--- src/rtl/rlock_pkg.sv ---
// Shared widths and index helpers for the register-lock scoreboard.
// Helpers take fixed maximum-width vectors so any port count/index width fits.
package rlock_pkg;

  localparam int XWDT_DEF = 6;
  localparam int XN_DEF   = 64;
  localparam int CWDT_DEF = 3;
  localparam int NSET_DEF = 2;
  localparam int NCLR_DEF = 2;

  localparam int WMAX = 16;
  localparam int PMAX = 8;
  localparam int VW   = PMAX * WMAX;
  localparam int CNTW = 8;

  // Index of port p when each port occupies w bits.
  function automatic logic [WMAX-1:0] get_idx(input logic [VW-1:0] idx_vec,
                                               input int unsigned p,
                                               input int unsigned w);
    logic [VW-1:0] sh;
    logic [WMAX-1:0] mask;
    sh   = idx_vec >> (p * w);
    mask = (WMAX'(1) << w) - WMAX'(1);
    return sh[WMAX-1:0] & mask;
  endfunction

  // Number of valid ports among the first nports whose index equals target.
  function automatic logic [CNTW-1:0] popcount_match(input logic [VW-1:0]   idx_vec,
                                                     input logic [PMAX-1:0] valid,
                                                     input logic [WMAX-1:0] target,
                                                     input int unsigned     nports,
                                                     input int unsigned     w);
    logic [CNTW-1:0] cnt;
    cnt = '0;
    for (int p = 0; p < PMAX; p++) begin
      if ((p < int'(nports)) && valid[p] && (get_idx(idx_vec, p, w) == target))
        cnt = cnt + CNTW'(1);
    end
    return cnt;
  endfunction

endpackage

--- src/rtl/rlock_cell.sv ---
// One saturating outstanding-writer counter for a single architectural register.
// Clears beyond the current count are clipped and reported as underflow.
module rlock_cell
  import rlock_pkg::*;
#(
  parameter int CWDT = CWDT_DEF,
  parameter int IW   = 2
) (
  input  logic          clk,
  input  logic          rst,
  input  logic          flush,
  input  logic          set_accept,
  input  logic [IW-1:0] inc,
  input  logic [IW-1:0] dec_req,
  output logic          count_nz,
  output logic          would_overflow,
  output logic          underflow
);

  localparam int SW   = CWDT + IW + 1;
  localparam int CMAX = (1 << CWDT) - 1;

  logic [CWDT-1:0] count;
  logic [SW-1:0]   inc_app;
  logic [SW-1:0]   dec_eff;
  logic [SW-1:0]   next_sum;

  // Requested incs are checked regardless of acceptance; this drives back-pressure.
  assign would_overflow = (SW'(count) + SW'(inc)) > SW'(CMAX);

  always_comb begin
    inc_app   = set_accept ? SW'(inc) : '0;
    underflow = 1'b0;
    dec_eff   = SW'(dec_req);
    if (SW'(dec_req) > SW'(count)) begin
      dec_eff   = SW'(count);
      underflow = ~flush;
    end
    next_sum = SW'(count) + inc_app - dec_eff;
  end

  always_ff @(posedge clk) begin
    if (rst || flush) count <= '0;
    else              count <= next_sum[CWDT-1:0];
  end

  assign count_nz = (count != '0);

endmodule

--- src/rtl/rlock_scoreboard.sv ---
// Multi-port register-lock scoreboard: per-register writer counters with
// all-or-nothing set acceptance, flush, and a sticky underflow flag.
module rlock_scoreboard
  import rlock_pkg::*;
#(
  parameter int XWDT = XWDT_DEF,
  parameter int XN   = XN_DEF,
  parameter int NSET = NSET_DEF,
  parameter int NCLR = NCLR_DEF,
  parameter int CWDT = CWDT_DEF
) (
  input  logic                 clk,
  input  logic                 rst,
  input  logic [NSET-1:0]      set_valid,
  input  logic [NSET*XWDT-1:0] set_idx,
  output logic                 set_ready,
  input  logic [NCLR-1:0]      clr_valid,
  input  logic [NCLR*XWDT-1:0] clr_idx,
  input  logic                 flush,
  output logic [XN-1:0]        rlocks,
  output logic                 err_underflow,
  input  logic                 err_clear
);

  localparam int PMX = (NSET > NCLR) ? NSET : NCLR;
  localparam int IW  = $clog2(PMX + 1);

  logic [VW-1:0]   set_vec;
  logic [VW-1:0]   clr_vec;
  logic [PMAX-1:0] set_val_ext;
  logic [PMAX-1:0] clr_val_ext;
  logic [XN-1:0]   would_overflow;
  logic [XN-1:0]   underflow;
  logic [XN-1:0]   count_nz;
  logic            set_accept;

  assign set_vec     = VW'(set_idx);
  assign clr_vec     = VW'(clr_idx);
  assign set_val_ext = PMAX'(set_valid);
  assign clr_val_ext = PMAX'(clr_valid);

  // Register 0 is hardwired unlocked; out-of-range indices match no cell.
  assign would_overflow[0] = 1'b0;
  assign underflow[0]      = 1'b0;
  assign count_nz[0]       = 1'b0;

  for (genvar i = 1; i < XN; i++) begin : g_cell
    logic [IW-1:0] inc_req;
    logic [IW-1:0] dec_req;
    assign inc_req = IW'(popcount_match(set_vec, set_val_ext, WMAX'(i), NSET, XWDT));
    assign dec_req = IW'(popcount_match(clr_vec, clr_val_ext, WMAX'(i), NCLR, XWDT));

    rlock_cell #(.CWDT(CWDT), .IW(IW)) u_cell (
      .clk            (clk),
      .rst            (rst),
      .flush          (flush),
      .set_accept     (set_accept),
      .inc            (inc_req),
      .dec_req        (dec_req),
      .count_nz       (count_nz[i]),
      .would_overflow (would_overflow[i]),
      .underflow      (underflow[i])
    );
  end

  // Handshake: a set group moves on an edge where set_valid is high and set_ready
  // is high; the group is all-or-nothing and is held by the requester otherwise.
  // During flush set_ready is forced high but the sets are discarded.
  assign set_ready  = flush | ~(|would_overflow);
  assign set_accept = set_ready & ~flush;

  assign rlocks = count_nz;

  always_ff @(posedge clk) begin
    if (rst)                 err_underflow <= 1'b0;
    else if (|underflow)     err_underflow <= 1'b1;
    else if (err_clear)      err_underflow <= 1'b0;
  end

endmodule

--- config.mk ---
export PLATFORM = sky130hd
export DESIGN_NAME = rlock_scoreboard
export DESIGN_NICKNAME = d
export VERILOG_FILES = /design/src/rtl/rlock_pkg.sv /design/src/rtl/rlock_cell.sv /design/src/rtl/rlock_scoreboard.sv
export SDC_FILE = /design/constraint.sdc
export NUM_CORES = 1
export LEC_CHECK = 0
export ABC_AREA = 1
export CAP_MARGIN = 10
export CORE_ASPECT_RATIO = 0.5
export CORE_UTILIZATION = 64
export CTS_CLUSTER_DIAMETER = 150
export DETAILED_ROUTE_END_ITERATION = 7
export PLACE_DENSITY_LB_ADDON = 0.3
export SYNTH_ARGS = -nofsm -noshare
export SYNTH_HDL_FRONTEND = slang
export SYNTH_SLANG_ARGS = --single-unit
--- constraint.sdc ---
create_clock -name clk -period 4.6 [get_ports clk]
set_clock_uncertainty 0.1 [all_clocks]
set_input_delay 0.46 -clock clk [delete_from_list [all_inputs] [get_ports clk]]
set_output_delay 0.46 -clock clk [all_outputs]
set_load 0.01 [all_outputs]
Yosys cells after proc, flatten, opt, wreduce, memory -nomap -nowiden
Index checks and enable logic that the tools add are counted.
{"block": "word_totals", "reg_bits": 190, "inputBits": 32, "output_inout_bits": 66, "word_cells": 1523}
{"block": "classes", "add_sub_neg": 315, "order_cmp": 126, "eq_ne": 252, "mux": 443, "bitwise_logic": 4, "n_reduce_logical": 319}
{"cell": "6-bit == test (second input constant)", "count": 128}
{"cell": "6-bit by 5-bit == test with 1-bit output (second input constant)", "count": 64}
{"cell": "6-bit by 3-bit > comparator with 1-bit output (second input constant)", "count": 63}
{"cell": "2-bit 2-to-1 mux", "count": 189}
{"cell": "1-bit by 1-bit adder with 2-bit output (second input constant)", "count": 126}
{"cell": "3-bit by 2-bit adder with 4-bit output", "count": 63}
{"cell": "1-bit logical AND", "count": 252}
{"cell": "6-bit by 4-bit == test with 1-bit output (second input constant)", "count": 32}
{"cell": "1-bit 2-to-1 mux", "count": 191}
{"cell": "3-bit adder", "count": 63}
{"cell": "2-bit by 3-bit > comparator with 1-bit output", "count": 63}
{"cell": "3-bit 2-to-1 mux", "count": 63}
{"cell": "3-bit nonzero test", "count": 63}
{"cell": "3-bit subtractor", "count": 63}
{"cell": "63-bit OR reduction", "count": 2}
{"cell": "6-bit by 3-bit == test with 1-bit output (second input constant)", "count": 16}
{"cell": "6-bit by 2-bit == test with 1-bit output (second input constant)", "count": 8}
{"cell": "6-bit by 1-bit == test with 1-bit output (second input constant)", "count": 4}
{"cell": "1-bit NOT", "count": 2}
{"cell": "2-bit nonzero test", "count": 1}
{"cell": "1-bit AND", "count": 1}
{"cell": "1-bit logical OR", "count": 1}
{"cell": "1-bit bitwise OR", "count": 1}

Logic depth before layout (Yosys ltp)
Gate-level depths: netlist (run 1).
{"block": "logic_depth", "ltp_word": 14, "ltp_mapped": 25, "ltp_nobuf": 23}

By module
A second synthesis (run 1) with hierarchy kept.
{"block": "unflattened", "cells_unflattened": 3819, "hier_area_um2": 24317.1}
{"module": "rlock_cell (g_cell[10].u_cell ...)", "n_inst": 45, "cells_each": 50, "area_each_um2": 327.8, "seq_area_each_um2": 60.1}
{"module": "rlock_cell (g_cell[51].u_cell ...)", "n_inst": 18, "cells_each": 50, "area_each_um2": 325.3, "seq_area_each_um2": 60.1}
{"module": "rlock_scoreboard", "n_inst": 1, "cells_each": 669, "area_each_um2": 3709.8, "seq_area_each_um2": 20.0}

Least setup slack after synthesis (run 1)
No wires, ideal clock.
{"block": "synth_timing", "path_kind": "input port to flip-flop", "startpoint": "in set_idx[4]", "endpoint": "reg g_cell[42].u_cell.count[2]", "setup_ns": 0.070, "arrival_time_ns": 3.987, "required_time_ns": 4.430, "slack_ns": 0.443, "cell_stages": 24, "path_buffers": 3, "path_cell_list": "inv_1 > nand3_1 > clkbuf_1 > nor2_1 > ha_1 > ha_1 > nand2_1 > nand2_1 > nand2_1 > inv_1 > nor2_1 > nand2_1 > nor2_1 > nand2_1 > nor2_1 > nand3_2 > buf_6 > buf_8 > nor2_4 > fa_1 > fa_1 > xor2_1 > or2_2 > a21oi_1"}
{"block": "synth_between", "elab_chain_cells": 14, "elab_cells_between_ends": 448, "cone_classes": "add/sub: 128; order compare: 63; eq/ne: 63; mux: 127; bitwise: 3; reduce/logical: 64"}
{"element": "start, declared", "line_no": "rlock_scoreboard.sv:15", "rtl": "input logic [NSET*XWDT-1:0] set_idx,"}
{"element": "6-bit == test, or another cell as far along", "line_no": "rlock_pkg.sv:36", "rtl": "if ((p < int'(nports)) && valid[p] && (get_idx(idx_vec, p, w) == target))"}
{"element": "1-bit logical AND", "line_no": "rlock_pkg.sv:36"}
{"element": "1-bit 2-to-1 mux", "line_no": "rlock_pkg.sv:36"}
{"element": "1-bit by 1-bit adder with 2-bit output", "line_no": "rlock_pkg.sv:37", "rtl": "cnt = cnt + CNTW'(1);"}
{"element": "2-bit 2-to-1 mux", "line_no": "rlock_pkg.sv:36"}
{"element": "3-bit by 2-bit adder with 4-bit output", "line_no": "rlock_cell.sv:29", "rtl": "assign would_overflow = (SW'(count) + SW'(inc)) > SW'(CMAX);"}
{"element": "6-bit by 3-bit > comparator with 1-bit output", "line_no": "rlock_cell.sv:29"}
{"element": "63-bit OR reduction", "line_no": "rlock_scoreboard.sv:69", "rtl": "assign set_ready = flush | ~(|would_overflow);"}
{"element": "1-bit NOT", "line_no": "rlock_scoreboard.sv:69"}
{"element": "1-bit bitwise OR", "line_no": "rlock_scoreboard.sv:69"}
{"element": "1-bit AND", "line_no": "rlock_scoreboard.sv:70", "rtl": "assign set_accept = set_ready & ~flush;"}
{"element": "2-bit 2-to-1 mux *", "line_no": "rlock_cell.sv:32", "rtl": "inc_app = set_accept ? SW'(inc) : '0;"}
{"element": "3-bit adder *", "line_no": "rlock_cell.sv:39", "rtl": "next_sum = SW'(count) + inc_app - dec_eff;"}
{"element": "3-bit subtractor *", "line_no": "rlock_cell.sv:39"}
{"element": "end signal, assigned", "line_no": "rlock_cell.sv:44", "rtl": "else count <= next_sum[CWDT-1:0];"}
{"element": "end, declared", "line_no": "rlock_cell.sv:23", "rtl": "logic [CWDT-1:0] count;"}
Every way passes the cells marked *; elsewhere a longest branch is shown, timed or not.
A chain may end at the register's enable or synchronous reset.

Worst setup path in the final report (run 1)
{"block": "layout_timing", "startpoint": "in set_idx[3]", "endpoint": "reg g_cell[50].u_cell.count[2]"}
{"block": "layout_between", "elab_chain_cells": 14, "elab_cells_between_ends": 448, "cone_classes": "add/sub: 128; order compare: 63; eq/ne: 63; mux: 127; bitwise: 3; reduce/logical: 64"}
{"element": "6-bit == test, or another cell as far along", "line_no": "rlock_pkg.sv:36"}
{"element": "1-bit logical AND", "line_no": "rlock_pkg.sv:36"}
{"element": "1-bit 2-to-1 mux", "line_no": "rlock_pkg.sv:36"}
{"element": "1-bit by 1-bit adder with 2-bit output", "line_no": "rlock_pkg.sv:37"}
{"element": "2-bit 2-to-1 mux", "line_no": "rlock_pkg.sv:36"}
{"element": "3-bit by 2-bit adder with 4-bit output", "line_no": "rlock_cell.sv:29"}
{"element": "6-bit by 3-bit > comparator with 1-bit output", "line_no": "rlock_cell.sv:29"}
{"element": "63-bit OR reduction", "line_no": "rlock_scoreboard.sv:69"}
{"element": "1-bit NOT", "line_no": "rlock_scoreboard.sv:69"}
{"element": "1-bit bitwise OR", "line_no": "rlock_scoreboard.sv:69"}
{"element": "1-bit AND", "line_no": "rlock_scoreboard.sv:70"}
{"element": "2-bit 2-to-1 mux *", "line_no": "rlock_cell.sv:32"}
{"element": "3-bit adder *", "line_no": "rlock_cell.sv:39"}
{"element": "3-bit subtractor *", "line_no": "rlock_cell.sv:39"}
{"element": "end signal, assigned", "line_no": "rlock_cell.sv:44"}
{"element": "end, declared", "line_no": "rlock_cell.sv:23"}
Marks and branches as above.

==> flow_summary.ini, run 1 <==
[logic_synthesis]
synth_largest_area_cell = ha_1
synth.avg_cell_area_um2 = 6.96
ys_types = 28
synth.area.top_cells = ha_1 (24%), dfxtp_1 (16%), inv_1 (11%)
synth_fp_nets = 4034
ys_warn_count = 0
synth.cell_area_um2 = 23800
ys_seq_area_frac = 0.160
yosysTopAreaCellShare = 0.238
synthCells = 3422
ys_ff_latch = 190

[clock_tree]
clock-sinks = 190
cts_buffer_depth = 2
cts_root_buffer = clkbuf_16
cts_max_level = 4
cts_buffers = 17
tritoncts = yes
clkTransAtPathRegs_ns = 0.09
clk_latency_ns = 0.48

[global_route]
antenna_found_initial = 1
grt_pass1_wl_mm = 117
grt_overflow = 0
grt_pass1_vias = 22100
grt_max_degree = 98
grt_use_total = 0.402

[power_and_ir_drop]
p_leak_nw = 13.7
irDropWorstVdd_uv = 238
p_per_area_nw_per_um2 = 145
p_total_mw = 4.03

[final_layout]
stdcell_count = 4134
fin_nets = 4249
num_antenna_cells = 0
area_delta_synth_final_pct = 16.6
drive_above_1_share = 0.134
final_util = 0.765
final_area_um2 = 27800
nFillCells = 2661

[setup_path]
crit_arrival_ns = 4.81
crit_required_ns = 4.89
r2r_cells = 18
cp-startpoint = set_idx[3]
crit_type = input pin to flip-flop
timing.rr.end = g_cell[50].u_cell.count[2]$_SDFF_PP0_
reg2reg_setup_slack_ns = 0.76
startpoint_type = input pin
setup.worst_path.end = g_cell[50].u_cell.count[2]$_SDFF_PP0_
cp_max_fo = 8
crit_path_end_kind = flip-flop
r2r_start = g_cell[47].u_cell.count[1]$_SDFF_PP0_

[floorplan]
die_x_um = 275
core-area_um2 = 36300
start_util = 0.656
die_height_um = 138
io_pins = 98
dieArea_um2 = 38000
core.rowCount = 49

[route]
vias_per_cell = 5.50
firstDrtPassIters = 8
drt_iter0_drc = 2416
wire_per_inst_um = 18.3
drc = 2
routed_wl_mm = 75.7
ant_nets = 0
via_count = 22800

[timing]
fin_setup_tns_ns = 0
min_period_over_period = 0.982
slew_viol_final = 0
worst_pin_slew_ns = 0.861
relSlewSlack = 0.426
min_period_ns = 4.52
fin_ws_ns = 0.0829
hold_viol_final = 0
finalSetupViolCount = 0
holdWs_ns = 0.458
max_freq_ghz = 0.221

[worst_hold_path]
hold_depth = 2
hold_path_class = flip-flop to flip-flop

[placed_design]
place_ws_ns = -1.06
place_hpwl_mm = 58.4
dpl.cell_count = 4092
gp_congestion = 1.06
dpl_cell_area_um2 = 26600
io_buffers = 96

[outcome]
status = finished with violations
violations = design-rule violations

[run]
drv_cap = 0
layout make-up:
cell class | count | area (um2) | share of cell area
repair buffers | 311 | 3010 | 0.108
well taps | 484 | 606 | 0.0218
inverters | 724 | 2720 | 0.0980
multi-input cells | 2393 | 17000 | 0.613
clock buffers | 18 | 439 | 0.0158
flip-flops and latches | 190 | 3800 | 0.137
clock inverters | 14 | 173 | 0.00622
per-layer routing:
metal / global-route usage / vias to the layer above / wire length (um) / part of all wire
li1: - / 10800 / - / -
met1: 0.520 / 10600 / 29700 / 0.39
met2: 0.623 / 1134 / 32500 / 0.43
met3: 0.116 / 276 / 9760 / 0.13
met4: 0.171 / 4 / 3580 / 0.047
met5: 0.0201 / - / 121 / 0.0016
synthesized netlist by cell type, drive strengths merged:
master	count
o21ai	129
a21oi	152
inv	724
ha	454
nand4	12
xor2	63
nand3b	2
or2	40
fa	126
nand2	586
dfxtp	190
xnor2	22
nand2b	1
nand3	70
clkbuf	36
conb	1
nor2	714
or3b	1
buf	79
o21bai	20
where the power goes:
| part | total (mW) | internal (mW) | leakage [nW] | switching [mW] |
|---|---|---|---|---|
| sequential | 1.68 | 1.66 | 1.53 | 0.0197 |
| combinational | 0.682 | 0.257 | 11.9 | 0.425 |
| clock | 1.67 | 0.839 | 0.298 | 0.831 |
| total | 4.03 | 2.75 | 13.7 | 1.28 |
what timing repair did:
item	CTS	global route
endpoints found under the setup margin	127	112
hold buffers	0	0
gates cloned	2	0
pin swaps	12	29
setup buffers	7	1
gates resized for setup	112	84
worst min-delay path by stage:
stage                                                     start                               endpoint
final                     g_cell[29].u_cell.count[2]$_SDFF_PP0_  g_cell[29].u_cell.count[2]$_SDFF_PP0_
after global routing       g_cell[6].u_cell.count[2]$_SDFF_PP0_   g_cell[6].u_cell.count[2]$_SDFF_PP0_
after CTS                 g_cell[29].u_cell.count[2]$_SDFF_PP0_  g_cell[29].u_cell.count[2]$_SDFF_PP0_
after detailed placement  g_cell[29].u_cell.count[2]$_SDFF_PP0_  g_cell[29].u_cell.count[2]$_SDFF_PP0_
after global placement    g_cell[29].u_cell.count[2]$_SDFF_PP0_  g_cell[29].u_cell.count[2]$_SDFF_PP0_
after floorplan           g_cell[29].u_cell.count[2]$_SDFF_PP0_  g_cell[29].u_cell.count[2]$_SDFF_PP0_
kinds of logic after synthesis:
| family | Yosys count | share of synthesized area |
|---|---|---|
| AND/OR/NAND/NOR | 1426 | 0.254 |
| XOR/XNOR | 85 | 0.0312 |
| AO/OA/AOI/OAI | 301 | 0.0653 |
| buffers and inverters | 839 | 0.146 |
| flip-flops | 190 | 0.160 |
| other | 1 | 0.000157 |
| adder cells (fa/ha/maj) | 580 | 0.344 |
critical path, stage by stage:
cell	delay, ns
dlygate4sd2_1	0.29
nor2_2	0.16
buf_6	0.13
nand2_2	0.11
nor2_2	0.16
buf_4	0.14
ha_2	0.18
ha_1	0.22
nand3_1	0.10
a21oi_1	0.08
nor2_1	0.17
nand2_1	0.15
nor2_4	0.19
nand2_2	0.08
nor2_4	0.14
buf_4	0.13
nand3_4	0.12
buf_12	0.20
buf_12	0.15
nor2_4	0.08
fa_1	0.44
fa_1	0.44
or2_2	0.31
a21oi_1	0.14
state kept, by name (all words and copies together), names as in the netlist:
name	cells
g_cell.u_cell.count	189
err_underflow	1
cell usage in the layout (no fill, tap or decap), types with 40 or more instances in the layout:
cell type and instances:
inv_1 718, nor2_1 593, nand2_1 563, ha_1 445, dfxtp_1 190, buf_4 175
a21oi_1 146, o21ai_0 112, fa_1 107, clkdlybuf4s50_1 82, nor2_4 77, xor2_1 63
nand3_1 61, nor2_2 44, or2_2 40
No activity file was read; power rests on OpenSTA's default activity.
==> inputs of run 2 (changes only) <==
Settings changed: TNS_END_PERCENT set to 1.
==> run 2 against run 1 <==
Setup slack lost 0.0031 ns. Highest routed layer unchanged. Clock power about the same. Sequential share of layout area about the same. The run still ends with design-rule violations left.
==> flow_summary.ini, run 2 (synthesis gave the netlist of run 1 again) <==
[worst_hold_path]
hold_path_class = flip-flop to flip-flop

[clock_tree]
cts_root_buffer = clkbuf_16
cts_buffers = 17
tritoncts = yes
cts_buffer_depth = 2
clkTransAtPathRegs_ns = 0.09
clock-sinks = 190
clk_latency_ns = 0.48
cts_hold_buf = 0
cts_max_level = 4

[route]
firstDrtPassIters = 8
met2WireLength_mm = 32.3
vias_per_cell = 5.53
via_count = 22800
drc = 2
wire_per_inst_um = 18.3
wl_met1_mm = 29.7
drt_iter0_drc = 2445
routed_wl_mm = 75.5
wl_met3_mm = 9.66
top_layer = met5
ant_nets = 0

[global_route]
grt_pass1_wl_mm = 117
grt_max_degree = 98
antenna_found_initial = 1
grt_use_total = 0.402
grt_overflow = 0
grt_pass1_vias = 22100

[power_and_ir_drop]
p_leak_nw = 13.7
comb_power_share = 0.169
p_per_area_nw_per_um2 = 145
power.switching_mw = 1.27
p_int_mw = 2.75
power.share.clock = 0.414
seqPwrFrac = 0.417
switching_share = 0.316
irDropWorstVdd_uv = 239

[timing]
relSlewSlack = 0.434
worst_pin_slew_ns = 0.850
holdWs_ns = 0.461
min_period_over_period = 0.983
hold_viol_final = 0
finalSetupViolCount = 0
slew_viol_final = 0
rsz0062_at_grt = yes
max_freq_ghz = 0.221
min_period_ns = 4.52

[final_layout]
final_area_um2 = 27800
layout_commonest_cell = inv_1
area_delta_synth_final_pct = 16.5
reg_top3 = g_cell.u_cell.count x189, err_underflow x1
num_antenna_cells = 0
final_cell_mix = inv_1 (718), nor2_1 (594), nand2_1 (563)
fin_nets = 4249
top_register = g_cell.u_cell.count
drive_above_1_share = 0.132
largest_register_ffs = 189

[floorplan]
dieArea_um2 = 38000
core-area_um2 = 36300
core.rowCount = 49
start_util = 0.656
die_x_um = 275
die_height_um = 138
io_pins = 98

[placed_design]
place_hpwl_mm = 58.4
dpl_cell_area_um2 = 26600
io_buffers = 96
gp_congestion = 1.06

[outcome]
violations = design-rule violations
status = finished with violations

[setup_path]
crit_arrival_ns = 4.82
crit_path_end_kind = flip-flop
crit_required_ns = 4.90
cp_max_fo = 7
startpoint_type = input pin
crit_type = input pin to flip-flop

[run]
drv_cap = 0
-- run 2: cell count changes in the layout (fill, tap and decap cells not counted) --
| cell | change |
|---|---|
| fa_1 | +3 |
| nor2_1 | +1 |
| a21oi_2 | -3 |
| a21oi_1 | +3 |
| nor2_2 | -1 |
| fa_2 | -3 |
-- run 2: worst max-delay path, stage by stage --
cell and delay, ns:
dlygate4sd2_1 0.29, nor2_2 0.16, buf_6 0.13, nand2_2 0.11
nor2_2 0.16, buf_4 0.14, ha_2 0.18, ha_1 0.22
nand3_1 0.10, a21oi_1 0.08, nor2_1 0.16, nand2_1 0.14
nor2_4 0.20, nand2_2 0.09, nor2_4 0.13, buf_4 0.13
nand3_4 0.12, buf_12 0.20, buf_4 0.15, nor2_1 0.12
fa_1 0.46, fa_1 0.45, or2_2 0.31, a21oi_1 0.12
-- run 2: final cells by class --
class / count / area, um2
Clock buffer: 18 / 439
Clock inverter: 14 / 173
Timing Repair Buffer: 311 / 3010
Inverter: 724 / 2720
Multi-Input combinational cell: 2393 / 17000
Fill cell: 2663 / 8540
Sequential cell: 190 / 3800
Tap cell: 484 / 606
-- run 2: final timing paths --
| check | start | to | slack, ns | cells after the start |
|---|---|---|---|---|
| setup / recovery | set_idx[3] | g_cell[13].u_cell.count[2]$_SDFF_PP0_ | 0.08 | 24 |
| hold / removal | g_cell[29].u_cell.count[2]$_SDFF_PP0_ | g_cell[29].u_cell.count[2]$_SDFF_PP0_ | 0.46 | 2 |
| setup reg to reg | g_cell[47].u_cell.count[1]$_SDFF_PP0_ | g_cell[13].u_cell.count[2]$_SDFF_PP0_ | 0.72 | 18 |
| hold reg to reg | g_cell[29].u_cell.count[2]$_SDFF_PP0_ | g_cell[29].u_cell.count[2]$_SDFF_PP0_ | 0.46 | 2 |
-- run 2: power by group through the flow --
stage / sequential, mW / combinational [mW] / clock (mW)
5_1_grt: 1.68 / 0.718 / 1.73
2_1_floorplan: 1.71 / 0.324 / 0
6_report: 1.68 / 0.680 / 1.67
3_3_place_gp: 1.72 / 0.601 / 0
3_5_place_dp: 1.72 / 0.615 / 0
4_1_cts: 1.68 / 0.646 / 1.66
-- run 2: timing repair --
item / CTS / global route
gates resized for setup: 112 / 77
buffers inserted: 7 / 1
pin swaps: 12 / 29
endpoints found under the setup margin: 127 / 112
gates cloned: 2 / 0
-- run 2: through the flow --
step	total power, mW	util	std cells	TNS (ns)	setup WS (ns)
5_1_grt	4.12	0.765	4134	-0.156	-0.0364
2_1_floorplan	2.04	-	3422	0	0.443
4_1_cts	3.99	0.761	4133	0	0.0197
3_5_place_dp	2.33	0.732	4092	-101.74	-1.06
3_3_place_gp	2.32	0.732	4092	-93.12	-0.950
6_report	4.03	0.765	4134	0	0.0798
-- run 2: metal layers --
| metal | vias to the layer above | global-route usage |
|---|---|---|
| li1 | 10800 | - |
| met1 | 10600 | 0.520 |
| met2 | 1156 | 0.623 |
| met3 | 302 | 0.116 |
| met4 | 2 | 0.171 |
| met5 | - | 0.0201 |
